**src/rtl/dmac_wr_engine.sv**
```systemverilog
// Write-side DMA engine: drains the data FIFO into AXI4 INCR write bursts,
// splitting at MAX_BURST beats and at 4 KB pages, one burst outstanding at a time.
module dmac_wr_engine #(
  parameter int ADDR_WIDTH = 32,
  parameter int DATA_WIDTH = 32,
  parameter int LEN_WIDTH  = 16,
  parameter int MAX_BURST  = 16
) (
  input  logic                      clk,
  input  logic                      rst_n,
  input  logic                      start_i,
  input  logic [ADDR_WIDTH-1:0]     dst_addr_i,
  input  logic [LEN_WIDTH-1:0]      byte_len_i,
  output logic                      busy_o,
  output logic                      done_o,
  output logic                      err_o,
  input  logic                      fifo_empty_i,
  output logic                      fifo_rden_o,
  input  logic [DATA_WIDTH-1:0]     fifo_rdata_i,
  output logic [ADDR_WIDTH-1:0]     awaddr_o,
  output logic [3:0]                awlen_o,
  output logic [2:0]                awsize_o,
  output logic [1:0]                awburst_o,
  output logic                      awvalid_o,
  input  logic                      awready_i,
  output logic [DATA_WIDTH-1:0]     wdata_o,
  output logic [DATA_WIDTH/8-1:0]   wstrb_o,
  output logic                      wlast_o,
  output logic                      wvalid_o,
  input  logic                      wready_i,
  input  logic [1:0]                bresp_i,
  input  logic                      bvalid_i,
  output logic                      bready_o
);

  localparam int BYTES = DATA_WIDTH / 8;
  localparam int BSH   = $clog2(BYTES);

  typedef enum logic [2:0] {IDLE, CALC, AW, W, B} state_t;

  state_t                  state_reg, state_next;
  logic [ADDR_WIDTH-1:0]   addr_reg, addr_next;
  logic [ADDR_WIDTH-1:0]   awaddr_reg, awaddr_next;
  logic [LEN_WIDTH-1:0]    rem_reg, rem_next;
  logic [3:0]              beat_reg, beat_next;
  logic [3:0]              awlen_reg, awlen_next;
  logic                    busy_reg, busy_next;
  logic                    done_reg, done_next;
  logic                    err_reg, err_next;

  logic [LEN_WIDTH-1:0]    rem_beats;
  logic [12:0]             page_beats;
  logic [4:0]              calc_beats;
  logic [ADDR_WIDTH-1:0]   burst_addr_bytes;
  logic [LEN_WIDTH-1:0]    burst_len_bytes;
  logic                    wvalid;
  logic                    w_hs;

  // Beats left before the page end bound the burst so it never crosses 4 KB.
  assign rem_beats  = rem_reg >> BSH;
  assign page_beats = (13'd4096 - {1'b0, addr_reg[11:0]}) >> BSH;

  always_comb begin
    calc_beats = 5'(MAX_BURST);
    if (rem_beats < LEN_WIDTH'(MAX_BURST))
      calc_beats = 5'(rem_beats);
    if (page_beats < 13'(calc_beats))
      calc_beats = 5'(page_beats);
  end

  assign burst_addr_bytes = ADDR_WIDTH'({1'b0, awlen_reg} + 5'd1) << BSH;
  assign burst_len_bytes  = LEN_WIDTH'({1'b0, awlen_reg} + 5'd1) << BSH;

  assign wvalid = (state_reg == W) && !fifo_empty_i;
  assign w_hs   = wvalid && wready_i;

  assign busy_o      = busy_reg;
  assign done_o      = done_reg;
  assign err_o       = err_reg;
  assign fifo_rden_o = w_hs;
  assign awaddr_o    = awaddr_reg;
  assign awlen_o     = awlen_reg;
  assign awsize_o    = 3'(BSH);
  assign awburst_o   = 2'b01;
  assign awvalid_o   = (state_reg == AW);
  assign wdata_o     = fifo_rdata_i;
  assign wstrb_o     = '1;
  assign wvalid_o    = wvalid;
  assign wlast_o     = wvalid && (beat_reg == awlen_reg);
  assign bready_o    = (state_reg == B);

  always_comb begin
    state_next  = state_reg;
    addr_next   = addr_reg;
    awaddr_next = awaddr_reg;
    rem_next    = rem_reg;
    beat_next   = beat_reg;
    awlen_next  = awlen_reg;
    busy_next   = busy_reg;
    done_next   = 1'b0;
    err_next    = err_reg;
    case (state_reg)
      IDLE: begin
        if (start_i) begin
          addr_next = dst_addr_i;
          rem_next  = byte_len_i;
          err_next  = 1'b0;
          if (byte_len_i == '0) begin
            done_next = 1'b1;
          end else begin
            busy_next  = 1'b1;
            state_next = CALC;
          end
        end
      end
      CALC: begin
        awlen_next  = 4'(calc_beats - 5'd1);
        awaddr_next = addr_reg;
        state_next  = AW;
      end
      AW: begin
        if (awready_i) begin
          beat_next  = 4'd0;
          state_next = W;
        end
      end
      W: begin
        if (w_hs) begin
          beat_next = beat_reg + 4'd1;
          if (beat_reg == awlen_reg) begin
            addr_next  = addr_reg + burst_addr_bytes;
            rem_next   = rem_reg - burst_len_bytes;
            state_next = B;
          end
        end
      end
      B: begin
        if (bvalid_i) begin
          if (bresp_i != 2'b00)
            err_next = 1'b1;
          if (rem_reg != '0) begin
            state_next = CALC;
          end else begin
            done_next  = 1'b1;
            busy_next  = 1'b0;
            state_next = IDLE;
          end
        end
      end
      default: state_next = IDLE;
    endcase
  end

  always_ff @(posedge clk or negedge rst_n) begin
    if (!rst_n) begin
      state_reg  <= IDLE;
      addr_reg   <= '0;
      awaddr_reg <= '0;
      rem_reg    <= '0;
      beat_reg   <= '0;
      awlen_reg  <= '0;
      busy_reg   <= 1'b0;
      done_reg   <= 1'b0;
      err_reg    <= 1'b0;
    end else begin
      state_reg  <= state_next;
      addr_reg   <= addr_next;
      awaddr_reg <= awaddr_next;
      rem_reg    <= rem_next;
      beat_reg   <= beat_next;
      awlen_reg  <= awlen_next;
      busy_reg   <= busy_next;
      done_reg   <= done_next;
      err_reg    <= err_next;
    end
  end

endmodule

```
**config.mk**
```make
export PLATFORM = sky130hd
export DESIGN_NAME = dmac_wr_engine
export DESIGN_NICKNAME = d
export VERILOG_FILES = /design/src/rtl/dmac_wr_engine.sv
export SDC_FILE = /design/constraint.sdc
export NUM_CORES = 1
export LEC_CHECK = 0
export ABC_AREA = 1
export BUFFER_PORTS_ARGS = -buffer_cell sky130_fd_sc_hd__buf_2
export CAP_MARGIN = 20
export CORE_MARGIN = 2
export CORE_UTILIZATION = 54
export CTS_BUF_LIST = sky130_fd_sc_hd__clkbuf_4 sky130_fd_sc_hd__clkbuf_8
export CTS_CLUSTER_DIAMETER = 120
export DETAILED_ROUTE_END_ITERATION = 8
export GPL_ROUTABILITY_DRIVEN = 0
export HOLD_SLACK_MARGIN = 0.03
export PLACE_DENSITY_LB_ADDON = 0.2
export SLEW_MARGIN = 15
export SYNTH_ARGS = -nofsm -noshare
export SYNTH_HDL_FRONTEND = slang
export SYNTH_SLANG_ARGS = --single-unit
```
**constraint.sdc**
```tcl
create_clock -name clk -period 2.9 [get_ports clk]
set_clock_uncertainty 0.15 [all_clocks]
set_input_delay 0.145 -clock clk [delete_from_list [all_inputs] [get_ports clk]]
set_output_delay 0.145 -clock clk [all_outputs]
set_load 0.02 [all_outputs]
```
==> results list <==
* Violation count after the first detailed-routing iteration: about 490
- Max-cap violations: 0
- Number of cells on the worst reg-to-reg path: 14
- Once placement completed, the tool counted placed cells totaling 996.
- Worst hold slack: 0.03070 ns
* Footprint of the multi-input gates: 0.002950 mm²
* Count of endpoints failing hold in the final timing report: 0
* Number of inserted diodes: 0
- Across the VDD grid, the largest voltage drop is slightly below 0.7 mV.
* Slowest cell on crit path: sky130_fd_sc_hd__dfrtp_1
- Syn Std Cell Area: 0.005983 mm²
* Area Overhead vs Synth: 20.51%
- The first global-routing pass estimated 26340 µm of wire.
- Origin of the worst setup path: addr_reg[2]$_DFFE_PN0P_
- The worst path needs 2.718 ns of the cycle, external delays included.
- After the last flow step, the layout net total stands at 1032.
- Input and output buffers added on the ports amount to 100.
- Async set-reset flop share out of synthesis: 100.0%
- Critical path, cell by cell: nor2_1 > nand2_2 > nor2_2 > nand2_1 > xor2_1 > ha_1 > a21oi_1 > nand3_1 > nor2_4 > nand2_1 > nand2_1 > nand2_2 > ha_1 > o21ai_0
* Setup violation total in the final timing report: 0
- Max transition margin: 47.02%
* Pwr per Cell Area: 1168 mW/mm²
- Static timing analysis puts the maximum clock frequency at 0.3680 GHz.
- Switching component of the power: 4.221 mW
* Fraction of power consumed by combinational cells: slightly below 60%
- The clock passes through at most 2 buffers.
* Primary FF master, synth: sky130_fd_sc_hd__dfrtp_1
- The final route contains 5903 vias.
- Cells after synthesis: 803
- Of the total power, the share spent switching nets is 50.12%.
* Overall fraction of global-route tracks in use: 28.09%
- Crit end category: flip-flop
* Final-layout fill cell count: between 900 and 1k
- The flow ran to the end, and the final reports show no timing, DRC or antenna violations.
- Register area: 0.002355 mm²
* Number of global-route vias before repair: 5605
- The critical path is of the flip-flop to flip-flop type.
- DR WL/cell: 15.30 µm
- Initial Utilization: 55.19%
- Root Buffer Master: sky130_fd_sc_hd__clkbuf_8
* Final standard cell count with taps included and fillers excluded: 1069
- In this run the standard cell core region covers 0.01084 mm².
- Relative contribution of sequential cells to total power: 30.0%
- Maximum number of pins on one net before global-route repair: 74
- After detailed routing, the total wire length is 16350 µm.
- Distinct cell type count after synthesis: 38
- Internal reg-to-reg setup slack: 0.18 ns
- Via/cell ratio: 5.522
* Required time at the worst-slack endpoint: 3.04 ns
* Path type of the worst min-delay path: input pin to flip-flop
- Most Frequent Cell on Critical Path: sky130_fd_sc_hd__nand2_1
* HPWL after DPL: 11280 µm
- Share of post-route cells with drive strength above 1: 18.19%
* Largest stage delay on the critical path: 0.43 ns
- The worst register-to-register path ends at awlen_o[1]$_DFFE_PN0P_.
- After synthesis, the mean cell area works out to roughly 7.5 µm².
* DIE HEIGHT: 109.3 µm
* Number of register bits inferred by synthesis: 94
* Critical R2R Launch: addr_reg[2]$_DFFE_PN0P_
- The critical path ends at awlen_o[1]$_DFFE_PN0P_.
* Share of the clock period used by the worst path after layout: a little over nine tenths
* DRC viols: 0
- STA classifies the critical path startpoint as a flip-flop.
* First drt pass iteration count: 7
- The synthesized design contains 0 enable-type register cells.
* Remaining antenna violation count: 0
* Antenna violations before repair: 0
- Clock Sink Count: 94
- Per report_power, the clock group accounts for ~11% of the total.
- Total count of max-transition violations in the final report: 0
- Arr. time, crit path: about 2.9 ns
- Clk pin slew, worst setup/hold paths: about 0.090 ns
* Top-level port count: 174
- At the pin with the least slew margin, the transition time is about 0.79 ns.
- Die ar.: 0.01194 mm²
* Congestion Overflow GR: 0
* TritonCTS clock tree: yes
* Worst Path Max Fanout: 5
* Max H-tree Level: 3
* Total internal power: approximately 4.2 mW
- Overall die width: 109.3 µm
- Summed over all cells, the static leakage comes to 3.480 nW.
- Clock tree synthesis inserted a total of 9 buffers.
- For the worst-skew pair, the clock arrives at the later sink with an insertion delay of 0.37 ns.
- After floorplanning, the core was divided into 38 placement rows.
- Sequential elements use 39.31% of the synthesized area.
- Instance count along the most critical hold path: 4
- Synth warnings: 0
worst max-delay path, delay by kind of cell, from the launching register on:
kind / cells / cell delay (ns)
simple gates: 9 / 1.01
fa+ha+maj: 2 / 0.61
flops: 1 / 0.43
compound gates: 2 / 0.29
xor+xnor: 1 / 0.15
final cells by class:
cell class / instances / share of cell area (%)
Clock inverter: 3 / 0.6073
Multi-Input combinational cell: 556 / 40.92
Tap cell: 140 / 2.429
Clock buffer: 13 / 2.221
Timing Repair Buffer: 169 / 16.21
Sequential cell: 94 / 32.66
Inverter: 94 / 4.963
routing by layer:
metal / global-route usage, % / vias to the layer above / part of all wire [%]
met1: 38.46 / 2786 / 45
li1: - / 2851 / -
met4: 10.67 / 0 / 2.4
met2: 45.96 / 226 / 47
met5: 0 / - / 0
met3: 3.108 / 40 / 5.6
cells by family after synthesis:
group / share of synthesized area, %
adder cells (fa/ha/maj): 4.224
AO/OA/AOI/OAI: 15.39
other: 0.1255
XOR/XNOR: 3.074
flip-flops: 39.31
AND/OR/NAND/NOR: 24.72
buffers and inverters: 13.15
through the flow:
| stage | cell area (µm²) | utilization [%] | total power, mW | setup TNS [ns] | setup slack [ns] |
|---|---|---|---|---|---|
| 2_1_floorplan | 6010 | - | 5.987 | 0 | 0.2844 |
| 4_1_cts | 7106 | 65.55 | 8.218 | 0 | 0.01997 |
| 3_5_place_dp | 6361 | 58.68 | 7.209 | 0 | 0.06213 |
| 3_3_place_gp | 6361 | 58.68 | 7.072 | 0 | 0.09871 |
| 6_report | 7211 | 66.52 | 8.422 | 0 | 0.1824 |
| 5_1_grt | 7211 | 66.52 | 9.180 | -0.07311 | -0.04915 |
what timing repair did:
item / in CTS / in global routing
buffers inserted: 0 / 3
hold endpoints to repair: 108 / 0
endpoints found under the setup margin: 0 / 23
gates resized for setup: 0 / 22
hold buffers: 54 / 0
power groups by stage:
stage | combinational, mW | clock [mW] | sequential, mW
3_3_place_gp | 4.59 | 0 | 2.48
5_1_grt | 5.59 | 0.990 | 2.60
4_1_cts | 4.79 | 0.935 | 2.49
6_report | 4.97 | 0.926 | 2.53
3_5_place_dp | 4.70 | 0 | 2.51
2_1_floorplan | 3.26 | 0 | 2.73
worst min path at each step:
stage / startpoint / endpoint
after global placement: rst_n / addr_reg[19]$_DFFE_PN0P_
after global routing: byte_len_i[15] / rem_reg[15]$_DFFE_PN0P_
after detailed placement: rst_n / awaddr_o[19]$_DFFE_PN0P_
final: start_i / rem_reg[1]$_DFFE_PN0P_
after floorplan: rst_n / addr_reg[0]$_DFFE_PN0P_
after CTS: start_i / rem_reg[1]$_DFFE_PN0P_
synth_stat cells (2+ instances only):
cell type | n | area (µm²)
sky130_fd_sc_hd__nor2_1 | 66 | 247.7
sky130_fd_sc_hd__xnor2_1 | 11 | 96.34
sky130_fd_sc_hd__ha_1 | 17 | 212.7
sky130_fd_sc_hd__a31oi_1 | 3 | 18.77
sky130_fd_sc_hd__a22oi_1 | 4 | 30.03
sky130_fd_sc_hd__nor2_2 | 3 | 18.77
sky130_fd_sc_hd__nand3_1 | 55 | 275.3
sky130_fd_sc_hd__inv_1 | 86 | 322.8
sky130_fd_sc_hd__nor3_2 | 2 | 20.02
sky130_fd_sc_hd__buf_2 | 4 | 20.02
sky130_fd_sc_hd__a21oi_1 | 23 | 115.1
sky130_fd_sc_hd__clkbuf_1 | 17 | 63.81
sky130_fd_sc_hd__or2_2 | 2 | 12.51
sky130_fd_sc_hd__o211ai_1 | 20 | 150.1
sky130_fd_sc_hd__xor2_1 | 10 | 87.58
sky130_fd_sc_hd__o21ai_1 | 40 | 200.2
sky130_fd_sc_hd__o21ai_0 | 60 | 300.3
sky130_fd_sc_hd__buf_6 | 2 | 22.52
sky130_fd_sc_hd__o22ai_1 | 13 | 81.33
sky130_fd_sc_hd__buf_4 | 43 | 322.8
sky130_fd_sc_hd__conb_1 | 2 | 7.510
sky130_fd_sc_hd__dfrtp_1 | 94 | 2352
sky130_fd_sc_hd__nor3_1 | 10 | 50.05
sky130_fd_sc_hd__nand2_1 | 173 | 649.4
sky130_fd_sc_hd__nand4_1 | 16 | 100.1
sky130_fd_sc_hd__inv_2 | 7 | 26.28
sky130_fd_sc_hd__nor4_1 | 7 | 43.79
sky130_fd_sc_hd__fa_1 | 2 | 40.04
sky130_fd_sc_hd__nor3b_1 | 2 | 15.01
cell usage in the layout, fill, tap and decap left out, types with 4 or more instances in the layout:
cell and count:
sky130_fd_sc_hd__o21ai_1 41, sky130_fd_sc_hd__xor2_1 10, sky130_fd_sc_hd__inv_1 86, sky130_fd_sc_hd__a21oi_1 21
sky130_fd_sc_hd__o21ai_0 59, sky130_fd_sc_hd__a22oi_1 4, sky130_fd_sc_hd__xnor2_1 10, sky130_fd_sc_hd__dlygate4sd3_1 54
sky130_fd_sc_hd__nor2_2 12, sky130_fd_sc_hd__nand2_1 171, sky130_fd_sc_hd__nor2_1 56, sky130_fd_sc_hd__o211ai_1 20
sky130_fd_sc_hd__nand3_1 55, sky130_fd_sc_hd__nor3_1 9, sky130_fd_sc_hd__inv_2 7, sky130_fd_sc_hd__dfrtp_1 92
sky130_fd_sc_hd__buf_4 15, sky130_fd_sc_hd__nor4_1 7, sky130_fd_sc_hd__buf_2 99, sky130_fd_sc_hd__o22ai_1 13
sky130_fd_sc_hd__clkbuf_8 10, sky130_fd_sc_hd__ha_1 15, sky130_fd_sc_hd__nand4_1 16, sky130_fd_sc_hd__conb_1 9
Power figures use the tool's default switching activity.
